<file path="src/rtl/io_frame_ctrl.sv">
// Frame load/unload sequencer for the external bidirectional data port.
// Schedules port controls and frame-buffer address/enables; data never passes through here.
module io_frame_ctrl #(
    parameter int N_SAMPLES  = 64,
    parameter int ADDR_WIDTH = 6
) (
    input  logic                  io_clock,
    input  logic                  reset,
    input  logic                  start_load,
    input  logic                  start_unload,
    input  logic                  abort,
    input  logic                  ext_valid,
    output logic                  c_chip_select,
    output logic                  c_ext_write,
    output logic                  c_tri_data_2b_output,
    output logic                  c_tri_data_2b_input,
    output logic [ADDR_WIDTH-1:0] mem_addr,
    output logic                  mem_we,
    output logic                  mem_re,
    output logic                  ext_strobe,
    output logic                  busy,
    output logic                  load_done,
    output logic                  unload_done
);

    localparam logic [1:0] IDLE       = 2'd0;
    localparam logic [1:0] LOAD       = 2'd1;
    localparam logic [1:0] LOAD_FLUSH = 2'd2;
    localparam logic [1:0] UNLOAD     = 2'd3;

    localparam logic [ADDR_WIDTH-1:0] LAST_IDX = ADDR_WIDTH'(N_SAMPLES - 1);

    logic [1:0]            state_r;
    logic [1:0]            state_s;
    logic [ADDR_WIDTH-1:0] cap_cnt_r;
    logic [ADDR_WIDTH-1:0] wr_addr_r;
    logic                  cap_d_r;
    logic [ADDR_WIDTH-1:0] rd_cnt_r;
    logic                  rd_act_r;
    logic                  v1_r;
    logic                  v2_r;
    logic                  load_done_r;
    logic                  unload_done_r;

    // Next-state decode; the unload ends when the last sample leaves the second valid stage
    always_comb begin
        state_s = state_r;
        case (state_r)
            IDLE: begin
                if (start_load) begin
                    state_s = LOAD;
                end else if (start_unload) begin
                    state_s = UNLOAD;
                end else begin
                    state_s = IDLE;
                end
            end
            LOAD: begin
                if (abort) begin
                    state_s = IDLE;
                end else if (ext_valid && (cap_cnt_r == LAST_IDX)) begin
                    state_s = LOAD_FLUSH;
                end else begin
                    state_s = LOAD;
                end
            end
            LOAD_FLUSH: state_s = IDLE;
            UNLOAD: begin
                if (abort || (v2_r && !v1_r)) begin
                    state_s = IDLE;
                end else begin
                    state_s = UNLOAD;
                end
            end
            default: state_s = IDLE;
        endcase
    end

    // State, counters, valid pipeline and done pulses
    always_ff @(posedge io_clock or posedge reset) begin
        if (reset) begin
            state_r       <= IDLE;
            cap_cnt_r     <= '0;
            wr_addr_r     <= '0;
            cap_d_r       <= 1'b0;
            rd_cnt_r      <= '0;
            rd_act_r      <= 1'b0;
            v1_r          <= 1'b0;
            v2_r          <= 1'b0;
            load_done_r   <= 1'b0;
            unload_done_r <= 1'b0;
        end else begin
            state_r       <= state_s;
            load_done_r   <= (state_r == LOAD_FLUSH) && !abort;
            unload_done_r <= (state_r == UNLOAD) && !abort && v2_r && !v1_r;
            // Entering or leaving IDLE discards any partial progress
            if ((state_r == IDLE) || (state_s == IDLE)) begin
                cap_cnt_r <= '0;
                wr_addr_r <= '0;
                cap_d_r   <= 1'b0;
                rd_cnt_r  <= '0;
                rd_act_r  <= (state_s == UNLOAD);
                v1_r      <= 1'b0;
                v2_r      <= 1'b0;
            end else begin
                cap_d_r <= (state_r == LOAD) && ext_valid;
                if ((state_r == LOAD) && ext_valid && (cap_cnt_r != LAST_IDX)) begin
                    cap_cnt_r <= cap_cnt_r + 1'b1;
                end
                if (cap_d_r && (wr_addr_r != LAST_IDX)) begin
                    wr_addr_r <= wr_addr_r + 1'b1;
                end
                if (rd_act_r) begin
                    if (rd_cnt_r == LAST_IDX) begin
                        rd_act_r <= 1'b0;
                    end else begin
                        rd_cnt_r <= rd_cnt_r + 1'b1;
                    end
                end
                v1_r <= rd_act_r;
                v2_r <= v1_r;
            end
        end
    end

    // Control decode from state; capture enable follows ext_valid combinationally
    always_comb begin
        c_chip_select        = 1'b0;
        c_ext_write          = 1'b0;
        c_tri_data_2b_output = 1'b1;
        c_tri_data_2b_input  = 1'b1;
        mem_addr             = '0;
        mem_we               = 1'b0;
        mem_re               = 1'b0;
        ext_strobe           = 1'b0;
        busy                 = 1'b0;
        case (state_r)
            LOAD, LOAD_FLUSH: begin
                c_chip_select       = (state_r == LOAD) ? ext_valid : 1'b0;
                c_tri_data_2b_input = !cap_d_r;
                mem_we              = cap_d_r;
                mem_addr            = cap_d_r ? wr_addr_r : '0;
                busy                = 1'b1;
            end
            UNLOAD: begin
                c_tri_data_2b_output = 1'b0;
                mem_re               = rd_act_r;
                mem_addr             = rd_act_r ? rd_cnt_r : '0;
                c_chip_select        = v1_r;
                c_ext_write          = v1_r;
                ext_strobe           = v2_r;
                busy                 = 1'b1;
            end
            default: begin
                busy = 1'b0;
            end
        endcase
    end

    assign load_done   = load_done_r;
    assign unload_done = unload_done_r;

endmodule

</file>
<file path="config.mk">
export PLATFORM = sky130hd
export DESIGN_NAME = io_frame_ctrl
export DESIGN_NICKNAME = d
export VERILOG_FILES = /design/src/rtl/io_frame_ctrl.sv
export SDC_FILE = /design/constraint.sdc
export NUM_CORES = 1
export LEC_CHECK = 0
export CELL_PAD_IN_SITES_DETAIL_PLACEMENT = 0
export CELL_PAD_IN_SITES_GLOBAL_PLACEMENT = 2
export CORE_ASPECT_RATIO = 0.5
export CORE_MARGIN = 2
export CORE_UTILIZATION = 36
export CTS_CLUSTER_SIZE = 40
export DETAILED_ROUTE_END_ITERATION = 16
export GPL_ROUTABILITY_DRIVEN = 0
export PLACE_DENSITY = 0.95
export SYNTH_ARGS = -nofsm -noshare
export SYNTH_HDL_FRONTEND = slang
export SYNTH_SLANG_ARGS = --single-unit
export TNS_END_PERCENT = 5
</file>
<file path="constraint.sdc">
create_clock -name io_clock -period 3.8 [get_ports io_clock]
set_input_delay 0.38 -clock io_clock [delete_from_list [all_inputs] [get_ports io_clock]]
set_output_delay 0.38 -clock io_clock [all_outputs]
set_load 0.05 [all_outputs]
</file>
[Yosys cells after proc, flatten, opt, wreduce, memory -nomap -nowiden]
Cells that the tools add are included.
Storage, ports and cells
  bits in registers: 26
  input bits: 6
  output and inout port bits: 16
Operators by class
  add/subtract/negate cells: 3
  equal/unequal tests: 9
  mux-type cells: 31
  reductions and logical operators: 22
Operators with widths (count)
  two-way mux 6 bit: 9
  adder 6 x 1 -> 6 bit, second input constant: 3
  two-way mux 1 bit: 14
  equality test 6 bit, second input constant: 2
  != test 6 bit, second input constant: 2
  one-hot mux 6 bit (2 select lines): 1
  two-way mux 2 bit: 5
  logical AND 1 bit: 9
  one-hot mux 2 bit (4 select lines): 1
  equality test 2 bit, second input constant: 3
  nonzero test 2 bit: 3
  zero test 2 bit: 2
  zero test 1 bit: 3
  OR reduction 3 bit: 1
  equality test 2 x 1 -> 1 bit, second input constant: 1
  logical OR 1 bit: 2
  != test 2 bit, second input constant: 1
  one-hot mux 1 bit (2 select lines): 1
  AND reduction 2 bit: 1
  OR reduction 2 bit: 1

[Logic depth before layout (Yosys ltp)]
  depth after elaboration: 9
  depth in mapped cells: 7

[Least setup slack after synthesis]
No wires, ideal clock.
  kind: reg2out
  from: register state_r[0]
  to: output port mem_addr[0]
  arrival: 2.403 ns
  required time: 3.420 ns
  setup slack: 1.017 ns
  stages on the path, launching flop included: 7
  cells stage by stage: dfrtp_1 > inv_1 > ha_1 > nand2_1 > inv_1 > a22oi_1 > nor2_1
Between the ends
  word-level cells in the longest chain between the ends: 3
  elaborated cells on any way between the ends: 5
RTL lines
  start, declared: RTL line 33  | logic [1:0] state_r;
  start signal, assigned: RTL line 93  | state_r <= state_s;
  equality test 2 bit or equality test 2 x 1 -> 1 bit (tied branches): RTL line 137  | case (state_r)
  OR reduction 2 bit: RTL line 137
  one-hot mux 6 bit (2 select lines) *: RTL line 137
  end, declared: RTL line 17  | output logic [ADDR_WIDTH-1:0] mem_addr,
Every way passes the cells marked *; elsewhere a longest branch is shown, timed or not.

[Worst setup path after layout]
  from: register state_r[0]
  to: output port mem_addr[4]
Same word-level chain as after synthesis.

==> results.rst <==
.. list-table::
   :header-rows: 1

   * - Metric
     - Value
   * - Worst path setup slack after routing
     - 1.079 ns
   * - Upper clock frequency limit
     - 367.5 MHz
   * - Max-slew violation total from the final report
     - 0
   * - Met2 capacity usage during global routing
     - 23.10%
   * - Avg WL per Cell
     - 15.08 um
   * - Ranking of synthesized cells by instance count
     - sky130_fd_sc_hd__dfrtp_1, sky130_fd_sc_hd__a21oi_1, sky130_fd_sc_hd__inv_1
   * - H-tree levels
     - 1
   * - Largest cells by area after synthesis
     - sky130_fd_sc_hd__dfrtp_1, sky130_fd_sc_hd__ha_1, sky130_fd_sc_hd__mux2i_1, sky130_fd_sc_hd__nand4_1, sky130_fd_sc_hd__a21oi_1
   * - Share of Yosys cell area claimed by the top area cell type
     - about two fifths
   * - IR Drop Worst-Case VDD
     - ~280 uV
   * - Share of synthesized flip-flops with an asynchronous set or reset
     - between 90% and 100%
   * - Skew-Pair Late Insertion Delay
     - 0.27 ns
   * - Most area-hungry cell type in the Yosys netlist
     - sky130_fd_sc_hd__dfrtp_1
   * - Starting density of the core
     - around two fifths
   * - Most used routing layer
     - met2
   * - P&R area growth vs syn
     - 18.63%
   * - Port buffer count
     - 21
   * - CTS tree
     - yes
   * - Post-route DRC
     - 0
   * - Non-filler instance count after layout
     - 238
   * - CTS Buffer Depth
     - 2
   * - Leak pwr
     - 0.7741 nW
   * - Normalized max-slew margin
     - 31.43%
   * - Initial DRT Pass Iterations
     - 4
   * - Post-detail-place hpwl
     - 2.567 mm
   * - Number of synthesized flops with an enable pin
     - 0
   * - Cell with the most instances after synthesis
     - sky130_fd_sc_hd__dfrtp_1
   * - Total detailed-routing wirelength
     - 3.588 mm
   * - Boundary Pins
     - 22
   * - Slew at the pin closest to its max-slew limit
     - 1.027 ns
   * - Status
     - completed
   * - Arrival time at the worst endpoint
     - around 2.3 ns
   * - Category of the critical setup timing path
     - flip-flop to primary output
   * - Setup Buffers After CTS
     - 0
   * - DRC violation total after the first TritonRoute iteration
     - between 100 and 150
   * - Synth warn
     - 0
   * - Endpoint kind of the worst setup timing path
     - primary output
   * - Unique cell type count in the Yosys netlist
     - 38
   * - Number of placed instances, taps included
     - 234
   * - Core outline area
     - 4044 um2
   * - Largest net degree at the start of global routing
     - 27
   * - Number of CTS-inserted buffers
     - 3
   * - GR Layer Usage met1
     - 21.77%
   * - Setup repair after global routing missed its margin
     - no
   * - Worst endpoint required time
     - 3.42 ns
   * - Net count reported at finish
     - 199
   * - Synth Net Count
     - 181
   * - Residual overflow from global routing
     - 0
   * - Vias in the first global route
     - 1208
   * - Clock tree root driver cell
     - sky130_fd_sc_hd__clkbuf_8
   * - Sum of negative setup slack
     - 0 ns
   * - Final Total Pwr
     - 0.8412 mW
   * - Fraction of layout cells with a size suffix above 1
     - 4.891%
   * - Total of max-cap violations
     - 0
   * - Post-synthesis instance area
     - 1572 um2
   * - Area occupied by registers
     - 650.6 um2
   * - Worst-path maximum fanout
     - 7
   * - Synth Flop Type
     - sky130_fd_sc_hd__dfrtp_1
   * - Tcrit/Tclk final
     - 71.61%
   * - Avg Synthesized Cell Area
     - 9.410 um2
   * - Hold Violations, Final
     - 0
   * - Die Width
     - 97.44 um
   * - Startpoint type of the worst setup path
     - flip-flop
   * - TritonCTS Sinks
     - 26
   * - Min Clock Period, post-route
     - 2.721 ns
   * - All-layer global routing usage
     - about 15%
   * - Number of flip-flops and latches in the synthesized netlist
     - 26
   * - Post-Place Worst Slack
     - 1.373 ns
   * - Total inserted antenna cells
     - 0
   * - Height of the die
     - 50.72 um
   * - Final worst clock skew
     - 0.006021 ns
   * - Post-cts repair resize count
     - 0
   * - Fillers
     - 398
   * - Count of antenna-violating nets left after detailed routing
     - 0
   * - Clock-pin transition on the worst setup and hold timing paths
     - 0.09 ns
   * - Final setup vio count
     - 0
   * - Vias post-DR
     - 1355
   * - Cell row count
     - 16
   * - Combined area of the multi-input logic cells
     - between 800 and 900 um2
   * - Antenna violations before repair
     - 0
   * - Hold_buf cts
     - 0
   * - Cells after Synth
     - approximately 170
   * - Detail-routed via count per cell
     - between 5 and 6
   * - Global-route wire length before repair
     - 5.975 mm
   * - Hold crit path type
     - flip-flop to flip-flop
   * - Power per cell area
     - approximately 450 nW/um2
   * - Area of the die
     - 4942 um2
   * - Routing usage on met3
     - 3.064%
   * - Sequential share of the synthesized area
     - 41.40%
[worst paths after layout]
path / from / to / slack, ns / depth (start not counted)
hold / removal: v1_r$_DFF_PP0_ / v2_r$_DFF_PP0_ / 0.58 / 1
setup / recovery: state_r[0]$_DFF_PP0_ / mem_addr[4] / 1.08 / 7
max in group asynchronous: reset / cap_d_r$_DFF_PP0_ / 2.53 / 2
hold reg to reg: v1_r$_DFF_PP0_ / v2_r$_DFF_PP0_ / 0.58 / 1
min in group asynchronous: reset / v1_r$_DFF_PP0_ / 0.65 / 2
setup reg to reg: state_r[0]$_DFF_PP0_ / rd_cnt_r[3]$_DFFE_PP0P_ / 1.67 / 5
[placed cells by master (no fill, tap or decap), drive strengths merged, types with 2 or more instances in the layout]
cell	n
dfrtp	26
clkdlybuf4s50	21
inv	12
a21oi	12
nor2	11
nand4	10
and3	9
ha	8
nor3	7
nand2	7
mux2i	7
nand3	7
a22oi	6
nand4b	5
a31oi	5
a311oi	5
and2	4
clkbuf	4
or4	2
[layout make-up]
type	count	area share, %
Clock buffer	4	2.953
Sequential cell	26	34.90
Inverter	12	2.416
Tap cell	54	3.624
Timing Repair Buffer	21	11.28
Multi-Input combinational cell	121	44.83
[critical path, stage by stage, from the launching register on]
cell                              delay [ns]
sky130_fd_sc_hd__dfrtp_1                0.38
sky130_fd_sc_hd__inv_1                  0.09
sky130_fd_sc_hd__ha_1                   0.31
sky130_fd_sc_hd__nand2_1                0.07
sky130_fd_sc_hd__inv_1                  0.17
sky130_fd_sc_hd__a22oi_1                0.12
sky130_fd_sc_hd__nor2_1                 0.12
sky130_fd_sc_hd__clkdlybuf4s50_1        0.81
[kinds of logic after synthesis]
family | share of synthesized area, %
flops | 41.40
fa+ha+maj | 6.370
mux | 5.175
simple gates | 25.32
buf+inv | 5.414
compound gates | 16.32
[state kept, by name, summed over array words and instances, names as in the netlist]
signal / count
cap_cnt_r: 6
unload_done: 1
rd_cnt_r: 6
rd_act_r: 1
cap_d_r: 1
load_done: 1
v2_r: 1
state_r: 2
wr_addr_r: 6
v1_r: 1
[through the flow]
| stage | util [%] | area (um2) | hold WS (ns) |
|---|---|---|---|
| 2_1_floorplan | - | 1572 | 0.4200 |
| 3_5_place_dp | 44.74 | 1809 | 0.5315 |
| 6_report | 46.10 | 1864 | 0.5751 |
| 4_1_cts | 46.10 | 1864 | 0.5739 |
| 3_3_place_gp | 44.74 | 1809 | 0.5409 |
| 5_1_grt | 46.10 | 1864 | 0.5904 |
[report_power, final]
part           switching (mW)  internal (mW)
registers              0.0195          0.296
clock network          0.0887         0.0928
logic                   0.242          0.103
total                   0.350          0.491
[metal layers]
metal | wire length [um] | up-vias | part of all wire [%]
li1 | - | 661 | -
met1 | 1829 | 660 | 51
met2 | 1588 | 30 | 44
met3 | 134 | 4 | 3.7
met4 | 36 | 0 | 1.0
met5 | 0 | - | 0
(Power assumes the default switching activity.)
